### src/rtl/alu_cmd_issuer_if.sv
// ----------------------------------------------------------------------------
// alu_cmd_issuer_if
// Command and response channels of the ALU command issuer.
//
// Command channel (valid/ready, producer -> issuer):
//   cmd_valid  command present
//   cmd_ready  issuer accepts on an edge where cmd_valid & cmd_ready
//   cmd_op     4-bit ALU control code (illegal codes are filtered by the issuer)
//   cmd_a      operand A
//   cmd_b      operand B
//   cmd_tag    opaque tag echoed on the matching response
//
// Response channel (valid/ready, issuer -> consumer):
//   rsp_valid  response present at the FIFO head
//   rsp_ready  consumer takes the response on an edge where rsp_valid & rsp_ready
//   rsp_result 32-bit ALU result (0 for an illegal op)
//   rsp_zero   ALU zero flag (1 for an illegal op)
//   rsp_err    1 = the command carried an illegal op
//   rsp_tag    echoed command tag
//
// Modports: master = the client that issues commands and consumes responses,
//           slave  = the issuer itself.
// ----------------------------------------------------------------------------
interface alu_cmd_issuer_if #(
    parameter int TAG_W = 4
) ();

    logic             cmd_valid;
    logic             cmd_ready;
    logic [3:0]       cmd_op;
    logic [31:0]      cmd_a;
    logic [31:0]      cmd_b;
    logic [TAG_W-1:0] cmd_tag;

    logic             rsp_valid;
    logic             rsp_ready;
    logic [31:0]      rsp_result;
    logic             rsp_zero;
    logic             rsp_err;
    logic [TAG_W-1:0] rsp_tag;

    modport master (
        output cmd_valid, cmd_op, cmd_a, cmd_b, cmd_tag, rsp_ready,
        input  cmd_ready, rsp_valid, rsp_result, rsp_zero, rsp_err, rsp_tag
    );

    modport slave (
        input  cmd_valid, cmd_op, cmd_a, cmd_b, cmd_tag, rsp_ready,
        output cmd_ready, rsp_valid, rsp_result, rsp_zero, rsp_err, rsp_tag
    );

endinterface

### src/rtl/alu_cmd_issuer.sv
// ----------------------------------------------------------------------------
// alu_cmd_issuer
// Request-side front end for a registered 32-bit ALU. Commands arrive on a
// valid/ready channel, legal ones are driven onto the ALU inputs through
// registers, and the ALU result + zero flag are captured ALU_LAT+1 edges after
// acceptance into a response FIFO. Responses leave in command order, tagged.
// Illegal control codes never reach the ALU: the ALU sees its idle code
// 4'b1111 in that slot, and the response reports rsp_err=1, result 0, zero 1.
//
// Parameters:
//   ALU_LAT    edges from ALU input sampling to stable alu_result/alu_zero
//   RSP_DEPTH  response FIFO entries (power of 2, >= 2)
//   TAG_W      command/response tag width (must match the interface)
//
// Ports:
//   clk          rising-edge clock
//   reset        synchronous, active-low reset
//   bus          command/response channels (slave modport)
//   alu_a_in     registered operand A to the ALU
//   alu_b_in     registered operand B to the ALU
//   alu_control  registered ALU control code (4'b1111 when idle)
//   alu_result   ALU result
//   alu_zero     ALU zero flag
//   busy         any command in flight or any response queued
//
// Flow control is credit based: a command is only accepted when the FIFO is
// guaranteed to have room for it when it reaches the end of the pipeline, so
// the FIFO can never overflow and rsp_ready never reaches cmd_ready
// combinationally.
// ----------------------------------------------------------------------------
module alu_cmd_issuer #(
    parameter int ALU_LAT   = 1,
    parameter int RSP_DEPTH = 4,
    parameter int TAG_W     = 4
) (
    input  logic                   clk,
    input  logic                   reset,
    alu_cmd_issuer_if.slave        bus,
    output logic [31:0]            alu_a_in,
    output logic [31:0]            alu_b_in,
    output logic [3:0]             alu_control,
    input  logic [31:0]            alu_result,
    input  logic                   alu_zero,
    output logic                   busy
);

    localparam int PTR_W  = (RSP_DEPTH > 1) ? $clog2(RSP_DEPTH) : 1;
    localparam int CNT_W  = $clog2(RSP_DEPTH + 1);
    localparam int LAST   = ALU_LAT;
    // Wide enough for fifo_count + every pipeline stage without overflow.
    localparam int CRED_W = $clog2(RSP_DEPTH + ALU_LAT + 2) + 1;

    typedef enum logic [3:0] {
        OP_AND = 4'b0000,
        OP_OR  = 4'b0001,
        OP_ADD = 4'b0010,
        OP_SLL = 4'b0011,
        OP_SUB = 4'b0100,
        OP_SRL = 4'b0101,
        OP_MUL = 4'b0110,
        OP_XOR = 4'b0111,
        OP_SLT = 4'b1000,
        OP_NOP = 4'b1111
    } alu_op_e;

    // One pipeline slot: tracks a command while the ALU works on it.
    typedef struct packed {
        logic             valid;
        logic             err;
        logic [TAG_W-1:0] tag;
    } slot_t;

    // One queued response.
    typedef struct packed {
        logic [31:0]      result;
        logic             zero;
        logic             err;
        logic [TAG_W-1:0] tag;
    } rsp_entry_t;

    function automatic logic is_legal(input logic [3:0] op);
        case (op)
            OP_AND, OP_OR, OP_ADD, OP_SUB, OP_SLT,
            OP_SLL, OP_SRL, OP_MUL, OP_XOR: is_legal = 1'b1;
            default:                        is_legal = 1'b0;
        endcase
    endfunction

    // ------------------------------------------------------------------------
    // State
    // ------------------------------------------------------------------------
    slot_t             pipe_q [0:LAST];
    rsp_entry_t        fifo_mem [RSP_DEPTH];
    logic [PTR_W-1:0]  wr_ptr;
    logic [PTR_W-1:0]  rd_ptr;
    logic [CNT_W-1:0]  fifo_count;
    // Holds cmd_ready low through reset and until the first edge after it.
    logic              ready_en;

    // ------------------------------------------------------------------------
    // Combinational control
    // ------------------------------------------------------------------------
    logic [CRED_W-1:0] inflight;
    logic [CRED_W-1:0] credits_used;
    logic              cmd_ready_int;
    logic              cmd_fire;
    logic              op_legal;
    logic              push;
    logic              pop;

    // NOTE: every variable written in an always_comb gets a default at the top
    // of the block, so no path can leave it unassigned and infer a latch.
    always_comb begin
        inflight = '0;
        for (int i = 0; i <= LAST; i++) begin
            inflight = inflight + CRED_W'(pipe_q[i].valid);
        end
    end

    // Credits come from registered state only: a pop on this edge frees its
    // credit one cycle later.
    assign credits_used  = CRED_W'(fifo_count) + inflight;
    assign cmd_ready_int = ready_en && (credits_used < CRED_W'(RSP_DEPTH));
    assign cmd_fire      = bus.cmd_valid && cmd_ready_int;
    assign op_legal      = is_legal(bus.cmd_op);

    assign push = pipe_q[LAST].valid;
    assign pop  = bus.rsp_valid && bus.rsp_ready;

    assign bus.cmd_ready  = cmd_ready_int;
    assign bus.rsp_valid  = (fifo_count != '0);
    assign bus.rsp_result = fifo_mem[rd_ptr].result;
    assign bus.rsp_zero   = fifo_mem[rd_ptr].zero;
    assign bus.rsp_err    = fifo_mem[rd_ptr].err;
    assign bus.rsp_tag    = fifo_mem[rd_ptr].tag;

    assign busy = (inflight != '0) || (fifo_count != '0);

    // ------------------------------------------------------------------------
    // ALU input registers: legal commands are issued on their accept edge;
    // every other cycle (idle or illegal op) presents the ALU default arm.
    // ------------------------------------------------------------------------
    // NOTE: sequential state is always updated with non-blocking assignments so
    // every flop samples pre-edge values regardless of process ordering.
    always_ff @(posedge clk) begin
        if (!reset) begin
            alu_a_in    <= '0;
            alu_b_in    <= '0;
            alu_control <= OP_NOP;
        end else if (cmd_fire && op_legal) begin
            alu_a_in    <= bus.cmd_a;
            alu_b_in    <= bus.cmd_b;
            alu_control <= bus.cmd_op;
        end else begin
            alu_a_in    <= '0;
            alu_b_in    <= '0;
            alu_control <= OP_NOP;
        end
    end

    // ------------------------------------------------------------------------
    // Tracking pipeline: stage 0 is loaded on the accept edge, stage LAST
    // lines up with the edge where alu_result belongs to that command.
    // Illegal ops occupy a slot too, which keeps responses in order.
    // ------------------------------------------------------------------------
    always_ff @(posedge clk) begin
        if (!reset) begin
            for (int i = 0; i <= LAST; i++) begin
                pipe_q[i] <= '0;
            end
        end else begin
            pipe_q[0].valid <= cmd_fire;
            pipe_q[0].err   <= cmd_fire && !op_legal;
            pipe_q[0].tag   <= bus.cmd_tag;
            for (int i = 1; i <= LAST; i++) begin
                pipe_q[i] <= pipe_q[i-1];
            end
        end
    end

    // ------------------------------------------------------------------------
    // Response FIFO storage
    // ------------------------------------------------------------------------
    // NOTE: the storage array has no reset; an entry is only ever read after
    // it has been written, and the pointers/count that guard it are reset.
    always_ff @(posedge clk) begin
        if (reset && push) begin
            fifo_mem[wr_ptr].result <= pipe_q[LAST].err ? 32'd0 : alu_result;
            fifo_mem[wr_ptr].zero   <= pipe_q[LAST].err ? 1'b1  : alu_zero;
            fifo_mem[wr_ptr].err    <= pipe_q[LAST].err;
            fifo_mem[wr_ptr].tag    <= pipe_q[LAST].tag;
        end
    end

    // ------------------------------------------------------------------------
    // FIFO pointers and occupancy. RSP_DEPTH is a power of 2, so the pointers
    // wrap naturally. Push and pop on one edge leave the count unchanged.
    // ------------------------------------------------------------------------
    always_ff @(posedge clk) begin
        if (!reset) begin
            wr_ptr     <= '0;
            rd_ptr     <= '0;
            fifo_count <= '0;
            ready_en   <= 1'b0;
        end else begin
            ready_en <= 1'b1;
            if (push) begin
                wr_ptr <= wr_ptr + PTR_W'(1);
            end
            if (pop) begin
                rd_ptr <= rd_ptr + PTR_W'(1);
            end
            case ({push, pop})
                2'b10:   fifo_count <= fifo_count + CNT_W'(1);
                2'b01:   fifo_count <= fifo_count - CNT_W'(1);
                default: fifo_count <= fifo_count;
            endcase
        end
    end

endmodule

### src/flat_wrapper.sv
// flat-port wrapper written by rule: the top's interface ports become plain ports
module alu_cmd_issuer_flat 
#(
    parameter int ALU_LAT   = 1,
    parameter int RSP_DEPTH = 4,
    parameter int TAG_W     = 4
)
  (clk, reset, alu_a_in, alu_b_in, alu_control, alu_result, alu_zero, busy, bus_cmd_valid, bus_cmd_op, bus_cmd_a, bus_cmd_b, bus_cmd_tag, bus_rsp_ready, bus_cmd_ready, bus_rsp_valid, bus_rsp_result, bus_rsp_zero, bus_rsp_err, bus_rsp_tag);
  alu_cmd_issuer_if #(.TAG_W(TAG_W)) bus_i ();
  input  logic clk;
  input  logic reset;
  output logic [31:0] alu_a_in;
  output logic [31:0] alu_b_in;
  output logic [3:0] alu_control;
  input  logic [31:0] alu_result;
  input  logic alu_zero;
  output logic busy;
  input wire logic [$bits(bus_i.cmd_valid)-1:0] bus_cmd_valid;
  input wire logic [$bits(bus_i.cmd_op)-1:0] bus_cmd_op;
  input wire logic [$bits(bus_i.cmd_a)-1:0] bus_cmd_a;
  input wire logic [$bits(bus_i.cmd_b)-1:0] bus_cmd_b;
  input wire logic [$bits(bus_i.cmd_tag)-1:0] bus_cmd_tag;
  input wire logic [$bits(bus_i.rsp_ready)-1:0] bus_rsp_ready;
  output wire logic [$bits(bus_i.cmd_ready)-1:0] bus_cmd_ready;
  output wire logic [$bits(bus_i.rsp_valid)-1:0] bus_rsp_valid;
  output wire logic [$bits(bus_i.rsp_result)-1:0] bus_rsp_result;
  output wire logic [$bits(bus_i.rsp_zero)-1:0] bus_rsp_zero;
  output wire logic [$bits(bus_i.rsp_err)-1:0] bus_rsp_err;
  output wire logic [$bits(bus_i.rsp_tag)-1:0] bus_rsp_tag;
  assign bus_i.cmd_valid = bus_cmd_valid;
  assign bus_i.cmd_op = bus_cmd_op;
  assign bus_i.cmd_a = bus_cmd_a;
  assign bus_i.cmd_b = bus_cmd_b;
  assign bus_i.cmd_tag = bus_cmd_tag;
  assign bus_i.rsp_ready = bus_rsp_ready;
  assign bus_cmd_ready = bus_i.cmd_ready;
  assign bus_rsp_valid = bus_i.rsp_valid;
  assign bus_rsp_result = bus_i.rsp_result;
  assign bus_rsp_zero = bus_i.rsp_zero;
  assign bus_rsp_err = bus_i.rsp_err;
  assign bus_rsp_tag = bus_i.rsp_tag;
  alu_cmd_issuer #(.ALU_LAT(ALU_LAT), .RSP_DEPTH(RSP_DEPTH), .TAG_W(TAG_W)) u_core (.clk(clk), .reset(reset), .bus(bus_i), .alu_a_in(alu_a_in), .alu_b_in(alu_b_in), .alu_control(alu_control), .alu_result(alu_result), .alu_zero(alu_zero), .busy(busy));
endmodule
### config.mk
export PLATFORM = sky130hd
export DESIGN_NAME = alu_cmd_issuer_flat
export DESIGN_NICKNAME = d
export VERILOG_FILES = /design/src/rtl/alu_cmd_issuer_if.sv /design/src/rtl/alu_cmd_issuer.sv /design/src/flat_wrapper.sv
export SDC_FILE = /design/constraint.sdc
export NUM_CORES = 1
export LEC_CHECK = 0
export CORE_ASPECT_RATIO = 0.9
export CORE_MARGIN = 2
export CORE_UTILIZATION = 45
export DETAILED_ROUTE_END_ITERATION = 10
export PLACE_DENSITY = 0.75
export SLEW_MARGIN = 10
export SYNTH_ARGS = -nofsm -noshare
export SYNTH_HDL_FRONTEND = slang
export SYNTH_SLANG_ARGS = --single-unit
### constraint.sdc
create_clock -name clk -period 4.38 [get_ports clk]
set_input_delay 0.438 -clock clk [delete_from_list [all_inputs] [get_ports clk]]
set_output_delay 0.438 -clock clk [all_outputs]
set_load 0.01 [all_outputs]
### Word level (Yosys, flattened, before mapping)

Memory sizes are Yosys's and may differ from the RTL's. A register that Yosys moved wholly into a read port is not among the register bits.
Index checks and enable logic that the tools add are counted.

* $add $sub $neg: 6
* $lt $le $gt $ge: 1
* eq/ne operators: 2
* mux-type cells: 13
* bitwise operators: 4
* reductions and logical operators: 12

Operator list (number)
* $mux 32: 1
* $mux 1: 7
* $logic_and 1x1->1: 6
* $mux 6: 1
* $pmux 3 s2: 1
* $add 2x1->2 const B: 2
* $add 3x4->4: 1
* $lt 4x3->1 const B: 1
* $mux 2: 2
* $mux 4: 1
* $or 1x1->1: 4
* $reduce_bool 4->1: 1
* $add 3x1->3 const B: 1
* $reduce_bool 3->1: 1
* $sub 3x1->3 const B: 1
* $add 1x1->2: 1
* $eq 2x1->1 const B: 1
* $eq 2x2->1 const B: 1
* $reduce_and 2->1: 1
* $reduce_bool 2->1: 1
* $logic_not 1->1: 1
* $logic_or 1x1->1: 1

* flip-flop bits (word level): 76
* RAM bits: 164
* ROM bits: 16
* bits of input ports: 109
* output and inout port bits: 109
* word-level logic and storage cells: 48
* memories kept: 3

Memory list
* u_core.fifo_mem: depth 4, width 38, rd ports 1, clocked after memory_dff 1, wr ports 1, RTL line alu_cmd_issuer.sv:93 `rsp_entry_t fifo_mem [RSP_DEPTH];`
* (no name shown): depth 16, width 1, rd ports 1, clocked after memory_dff 0, wr ports 0, RTL line alu_cmd_issuer.sv:82 `case (op)`
* u_core.pipe_q: depth 2, width 6, rd ports 2, clocked after memory_dff 0, wr ports 2, RTL line alu_cmd_issuer.sv:92 `slot_t pipe_q [0:LAST];`

### Depth between registers and ports, before layout

Gate-level depths: netlist (run 1).
An unclocked memory read counts as a cell.

* word-level depth: 8
* gate-level depth with buffers: 9
* mapped depth without buffers: 9

### Worst setup path before layout (run 1)

No wires, ideal clock.

* path type: input -> register
* start: input reset
* end: memory u_core.fifo_mem[0][0] (netlist bit) (enable)
* library setup time: 0.399 ns
* arrival time: 1.640 ns
* required time: 3.981 ns
* path slack: 2.341 ns
* stages: 2
* path buffers: 1
* path through: clkbuf_1 and3_1

* word-level cells in the longest chain between the ends: 3

Ends and longest elaborated chain
* from (decl): RTL line flat_wrapper.sv:11 `input logic reset;`
* $logic_and 1x1->1: RTL line alu_cmd_issuer.sv:187 `if (reset && push) begin`
* $mux 1: RTL line alu_cmd_issuer.sv:187
* $mux 1 (not written as such): RTL line alu_cmd_issuer.sv:191 `fifo_mem[wr_ptr].tag <= pipe_q[LAST].tag;`
* to (decl): RTL line alu_cmd_issuer.sv:93

Every way passes these cells.

==> results of run 1 <==
## metal layers
metal  up-vias  part of all wire, %
met5         -                    0
met4         0                  2.1
met3        31                  8.1
met2       187                   50
met1      2218                   40
li1       2155                    -
## kinds of logic after synthesis
logic type | after synthesis | synth area share, %
AO/OA/AOI/OAI | 8 | 0.5642
buffers and inverters | 28 | 1.752
flip-flops | 242 | 75.56
adder cells (fa/ha/maj) | 9 | 1.426
XOR/XNOR | 3 | 0.3119
multiplexers | 39 | 10.28
AND/OR/NAND/NOR | 135 | 10.11
## flip-flops by register name, indices dropped and copies added, names as in the netlist, named ones only
name,count
u_core.alu_a_in,32
u_core.alu_control,4
u_core.ready_en,1
u_core.fifo_mem,152
u_core.wr_ptr,2
u_core.fifo_count,3
u_core.pipe_q,12
u_core.rd_ptr,2
u_core.alu_b_in,32
## cell type report
class | instances | area [um2]
Fill cell | 1294 | 6745
Sequential cell | 242 | 6369
Timing Repair Buffer | 220 | 2195
Multi-Input combinational cell | 194 | 1917
Clock buffer | 31 | 658.1
Tap cell | 245 | 306.5
Clock inverter | 14 | 127.6
Inverter | 8 | 30.03
## power breakdown
group | total, mW | internal, mW | leakage (nW) | switching [mW]
Clock | 2.00 | 1.18 | 0.384 | 0.814
Sequential | 2.47 | 2.45 | 2.10 | 0.0180
Combinational | 0.481 | 0.296 | 1.53 | 0.185
Total | 4.95 | 3.93 | 4.01 | 1.02
## cells in the mapped netlist (4+ instances only)
cell        n
and2_1     77
and3_1      6
buf_2       4
buf_6       5
clkbuf_1   10
dfxtp_1    90
edfxtp_1  152
ha_1        8
inv_1       8
mux4_2     38
nand2_1     5
nand2b_1    4
nor2b_1    33
o21ai_0     5
## critical path, cell delays in order (launching register included)
cell	delay, ns
dfxtp_2	0.32
buf_4	0.57
mux4_2	0.64
clkdlybuf4s50_1	0.51
## path summary, 6_finish.rpt
path | startpoint | to | slack (ns) | depth (start not counted)
worst min-delay path | u_core.pipe_q[0][1] | u_core.pipe_q[0][7] | 0.43 | 1
worst max register to register | u_core.fifo_count[2] | u_core.fifo_count[2] | 2.09 | 9
worst max-delay path | flip-flop | bus_rsp_result[8] | 1.37 | 3
worst min register to register | u_core.pipe_q[0][1] | u_core.pipe_q[0][7] | 0.43 | 1
==> results.sh, run 1 <==
export IMPL_setup_viol=0
export IMPL_max_freq_mhz=331.9
export IMPL_synth_nets=582
export IMPL_powerDensity_nw_per_um2=426.6
export IMPL_p_leak_nw=4.011
export IMPL_place_ws_ns=1.668
export IMPL_grt_usage_pct=16.94
export IMPL_io_buffers=217
export IMPL_numCtsBuffers=25
export IMPL_final_util_pct=63.24
export IMPL_rows=47
export IMPL_gr_usage_met2_pct=29.48
export IMPL_ir_drop_v=0.0003247
export IMPL_ys_async_sr_fraction_pct=0
export IMPL_busiest_layer="met2"
export IMPL_avgSynthCellArea_um2=18.16
export IMPL_synth_edf_count=152
export IMPL_power_mw=4.949
export IMPL_rsz0062_at_grt="no"
export IMPL_gp_congestion=0.7723
export IMPL_status="finished, final reports clean"
export IMPL_die_w_um=148.2
export IMPL_die_h_um=133.8
export IMPL_netlist_instances=464
export IMPL_hold_viol=0
export IMPL_synth_top_area_share_pct=54.17
export IMPL_design_area_um2=11600
export IMPL_ys_top_cells_by_area="edfxtp_1, dfxtp_1, mux4_2"
export IMPL_holdWs_ns=0.4313
export IMPL_start_util_pct=45.92
export IMPL_instances_no_fill=954
export IMPL_finalCritPeriodShare_pct=68.78
export IMPL_cts_path_max_buffers=3
export IMPL_worst_ep_required_time_ns=3.94
export IMPL_cts_sinks=242
export IMPL_synthFlopType="edfxtp_1"
export IMPL_firstDrtPassIters=4
export IMPL_cts_setup_buffers=0
export IMPL_ys_warnings_count=0
export IMPL_via_count=4591
export IMPL_wl_per_cell_um=17.83
export IMPL_drtIter0Drc=149
export IMPL_met1_usage_pct=20.70
export IMPL_fp_coreArea_um2=18350
export IMPL_antenna_found_initial=0
export IMPL_antenna_cells=0
export IMPL_cts_tree="built"
export IMPL_synth_area_leader_cell="edfxtp_1"
export IMPL_worst_pin_slew_ns=1.019
export IMPL_dp_cells=909
export IMPL_finalCriticalPeriod_ns=3.013
export IMPL_layout_commonest_cell="clkdlybuf4s50_1"
export IMPL_insertion_delay_ns=0.51
export IMPL_dpl_instance_area_um2=10820
export IMPL_end_kind="primary output"
export IMPL_htree_levels=1
export IMPL_postRouteAntennaNets=0
export IMPL_drt_vias_per_instance=4.812
export IMPL_synthToLayoutAreaGrowth_pct=37.70
export IMPL_grt_max_degree=67
export IMPL_slew_limit_headroom_pct=32.07
export IMPL_cts_clk_slew_worst_paths_ns=0.06
export IMPL_synth_cell_types=29
export IMPL_dp_hpwl_um=11370
export IMPL_grt_overflow=0
export IMPL_wirelength_um=17010
export IMPL_cp_max_fo=38
export IMPL_synth_cell_area_um2=8426
export IMPL_ctsResizeCount=0
export IMPL_synth_seq_cells=242
export IMPL_finalClockSkew_ns=0.01422
export IMPL_slew_viol_final=0
export IMPL_grt_pass1_wl_um=25850
export IMPL_final_cell_mix="clkdlybuf4s50_1, edfxtp_1, dfxtp_1, and2_1, mux4_2"
export IMPL_met3_usage_pct=5.476
export IMPL_ys_seq_area_share_pct=75.56
export IMPL_holdCritPathClass="reg2reg"
export IMPL_crit_type="reg2out"
export IMPL_drive_gt1_share_pct=11.99
export IMPL_critical_path_arrival_ns=2.57
export IMPL_drv_cap=0
export IMPL_nets=809
export IMPL_start_kind="flip-flop"
export IMPL_fin_tns_setup_ns=0
export IMPL_cts_hold_buf=0
export IMPL_setup_ws_ns=1.367
export IMPL_drc=0
export IMPL_grt_pass1_vias=4835
export IMPL_num_io_pins=218
export IMPL_cts_root_buf="clkbuf_16"
export IMPL_dieArea_um2=19840
Power figures use the tool's default switching activity.
==> inputs of run 2 (changes only) <==
--- a/config.mk
+++ b/config.mk
@@ -7,9 +7,9 @@
 export LEC_CHECK = 0
 export CORE_ASPECT_RATIO = 0.9
 export CORE_MARGIN = 2
-export CORE_UTILIZATION = 45
+export CORE_UTILIZATION = 44
 export DETAILED_ROUTE_END_ITERATION = 10
-export PLACE_DENSITY = 0.75
+export PLACE_DENSITY = 0.76
 export SLEW_MARGIN = 10
 export SYNTH_ARGS = -nofsm -noshare
 export SYNTH_HDL_FRONTEND = slang
==> constraint.sdc (replaced) <==
create_clock -name clk -period 2.7 [get_ports clk]
set_input_delay 0.27 -clock clk [delete_from_list [all_inputs] [get_ports clk]]
set_output_delay 0.27 -clock clk [all_outputs]
set_load 0.01 [all_outputs]
==> results.sh, run 2 (same netlist as run 1, synthesis figures left out) <==
export IMPL_io_buffers=217
export IMPL_dpl_instance_area_um2=10970
export IMPL_cts_setup_buffers=0
export IMPL_grt_max_degree=67
export IMPL_end_kind="primary output"
export IMPL_grt_pass1_wl_um=26030
export IMPL_via_count=4597
export IMPL_drtIter0Drc=176
export IMPL_fin_tns_setup_ns=0
export IMPL_grt_overflow=0
export IMPL_synthToLayoutAreaGrowth_pct=39.13
export IMPL_gp_congestion=0.7471
export IMPL_p_leak_nw=4.056
export IMPL_slew_limit_headroom_pct=45.63
export IMPL_holdWs_ns=0.3254
export IMPL_drive_gt1_share_pct=12.11
export IMPL_slew_viol_final=0
export IMPL_nets=815
export IMPL_cts_clk_slew_worst_paths_ns=0.06
export IMPL_crit_type="reg2out"
export IMPL_cts_path_max_buffers=3
export IMPL_status="finished, final reports clean"
export IMPL_die_w_um=149.9
export IMPL_worst_pin_slew_ns=0.8144
export IMPL_dp_hpwl_um=11080
export IMPL_drv_cap=0
export IMPL_finalClockSkew_ns=0.008617
export IMPL_hold_viol=0
export IMPL_final_cell_mix="clkdlybuf4s50_1, edfxtp_1, dfxtp_1, and2_1, mux4_2"
export IMPL_cp_max_fo=33
export IMPL_firstDrtPassIters=4
export IMPL_num_io_pins=218
export IMPL_layout_commonest_cell="clkdlybuf4s50_1"
export IMPL_fp_coreArea_um2=18980
export IMPL_antenna_cells=0
export IMPL_largest_reg_flops=152
export IMPL_cts_root_buf="clkbuf_16"
export IMPL_grt_pass1_vias=5080
export IMPL_rsz0062_at_grt="no"
export IMPL_dieArea_um2=20270
export IMPL_drc=0
export IMPL_grt_usage_pct=16.76
export IMPL_setup_viol=0
export IMPL_insertion_delay_ns=0.50
export IMPL_final_util_pct=61.77
export IMPL_worst_ep_required_time_ns=2.43
export IMPL_numCtsBuffers=25
export IMPL_antenna_found_initial=0
export IMPL_wirelength_um=17100
export IMPL_critical_path_arrival_ns=2.30
export IMPL_holdCritPathClass="in2reg"
export IMPL_cts_sinks=242
export IMPL_regMostFlops="u_core.fifo_mem"
export IMPL_cts_tree="built"
export IMPL_cts_hold_buf=0
export IMPL_design_area_um2=11720
export IMPL_max_freq_mhz=389.2
export IMPL_powerDensity_nw_per_um2=678.1
export IMPL_power_mw=7.949
export IMPL_finalCriticalPeriod_ns=2.570
export IMPL_finalCritPeriodShare_pct=95.17
export IMPL_htree_levels=1
export IMPL_reg_largest_list="u_core.fifo_mem: 152 flops, u_core.alu_a_in: 32 flops, u_core.alu_b_in: 32 flops"
export IMPL_rows=48
export IMPL_drt_vias_per_instance=4.789
export IMPL_start_util_pct=44.40
export IMPL_start_kind="flip-flop"
export IMPL_ctsResizeCount=1
export IMPL_postRouteAntennaNets=0
export IMPL_die_h_um=135.3
export IMPL_ir_drop_v=0.0005546
export IMPL_wl_per_cell_um=17.81
==> run 2: cell count changes in the layout (fill, tap and decap cells not counted), sizes merged <==
cell,delta
inv,+1
clkdlybuf4s50,-1
clkinv,-7
buf,+6
clkbuf,+2
dlymetal6s2s,+1
clkinvlp,-1
==> run 2: path summary, 6_finish.rpt <==
path,start,to,slack (ns),cells after the start
min,bus_cmd_a[17],u_core.alu_a_in[17],0.33,2
min reg2reg,u_core.pipe_q[0][1],u_core.pipe_q[0][7],0.43,1
max reg2reg,u_core.fifo_count[2],u_core.fifo_count[2],0.52,9
max,flip-flop,bus_rsp_result[15],0.13,3
==> run 2: per-stage QoR <==
stage,setup WS (ns),instances
after floorplan,0.7537,464
after global placement,0.4671,920
after detailed placement,0.3805,920
after CTS,0.01954,960
after global routing,0.008552,960
final,0.1303,960
==> run 2: worst max-delay path, cell delays in order, from the launching register on <==
cell and delay (ns):
dfxtp_4 0.43, buf_16 0.28, mux4_2 0.57, clkdlybuf4s50_1 0.50
==> run 2: cell type report <==
cell class                 instances  area, um2
fill                            1379       7256
sequential                       242       6371
timing repair buffer             226       2350
multi-input combinational        194       1917
clock buffer                      33      655.6
tap                              250      312.8
clock inverter                     7      86.33
inverter                           8      30.03
==> run 2: routing by layer <==
layer	vias up	routed length [um]	GRT usage, %
met4	0	340	4.403
met2	179	8503	28.84
met3	25	1587	6.532
met1	2237	6670	19.74
met5	-	0	0
li1	2156	-	-
==> run 2: power breakdown <==
part | switching [mW] | internal (mW) | leakage [nW]
sequential | 0.0357 | 3.98 | 2.10
combinational | 0.293 | 0.499 | 1.59
clock | 1.26 | 1.88 | 0.361
total | 1.59 | 6.36 | 4.06
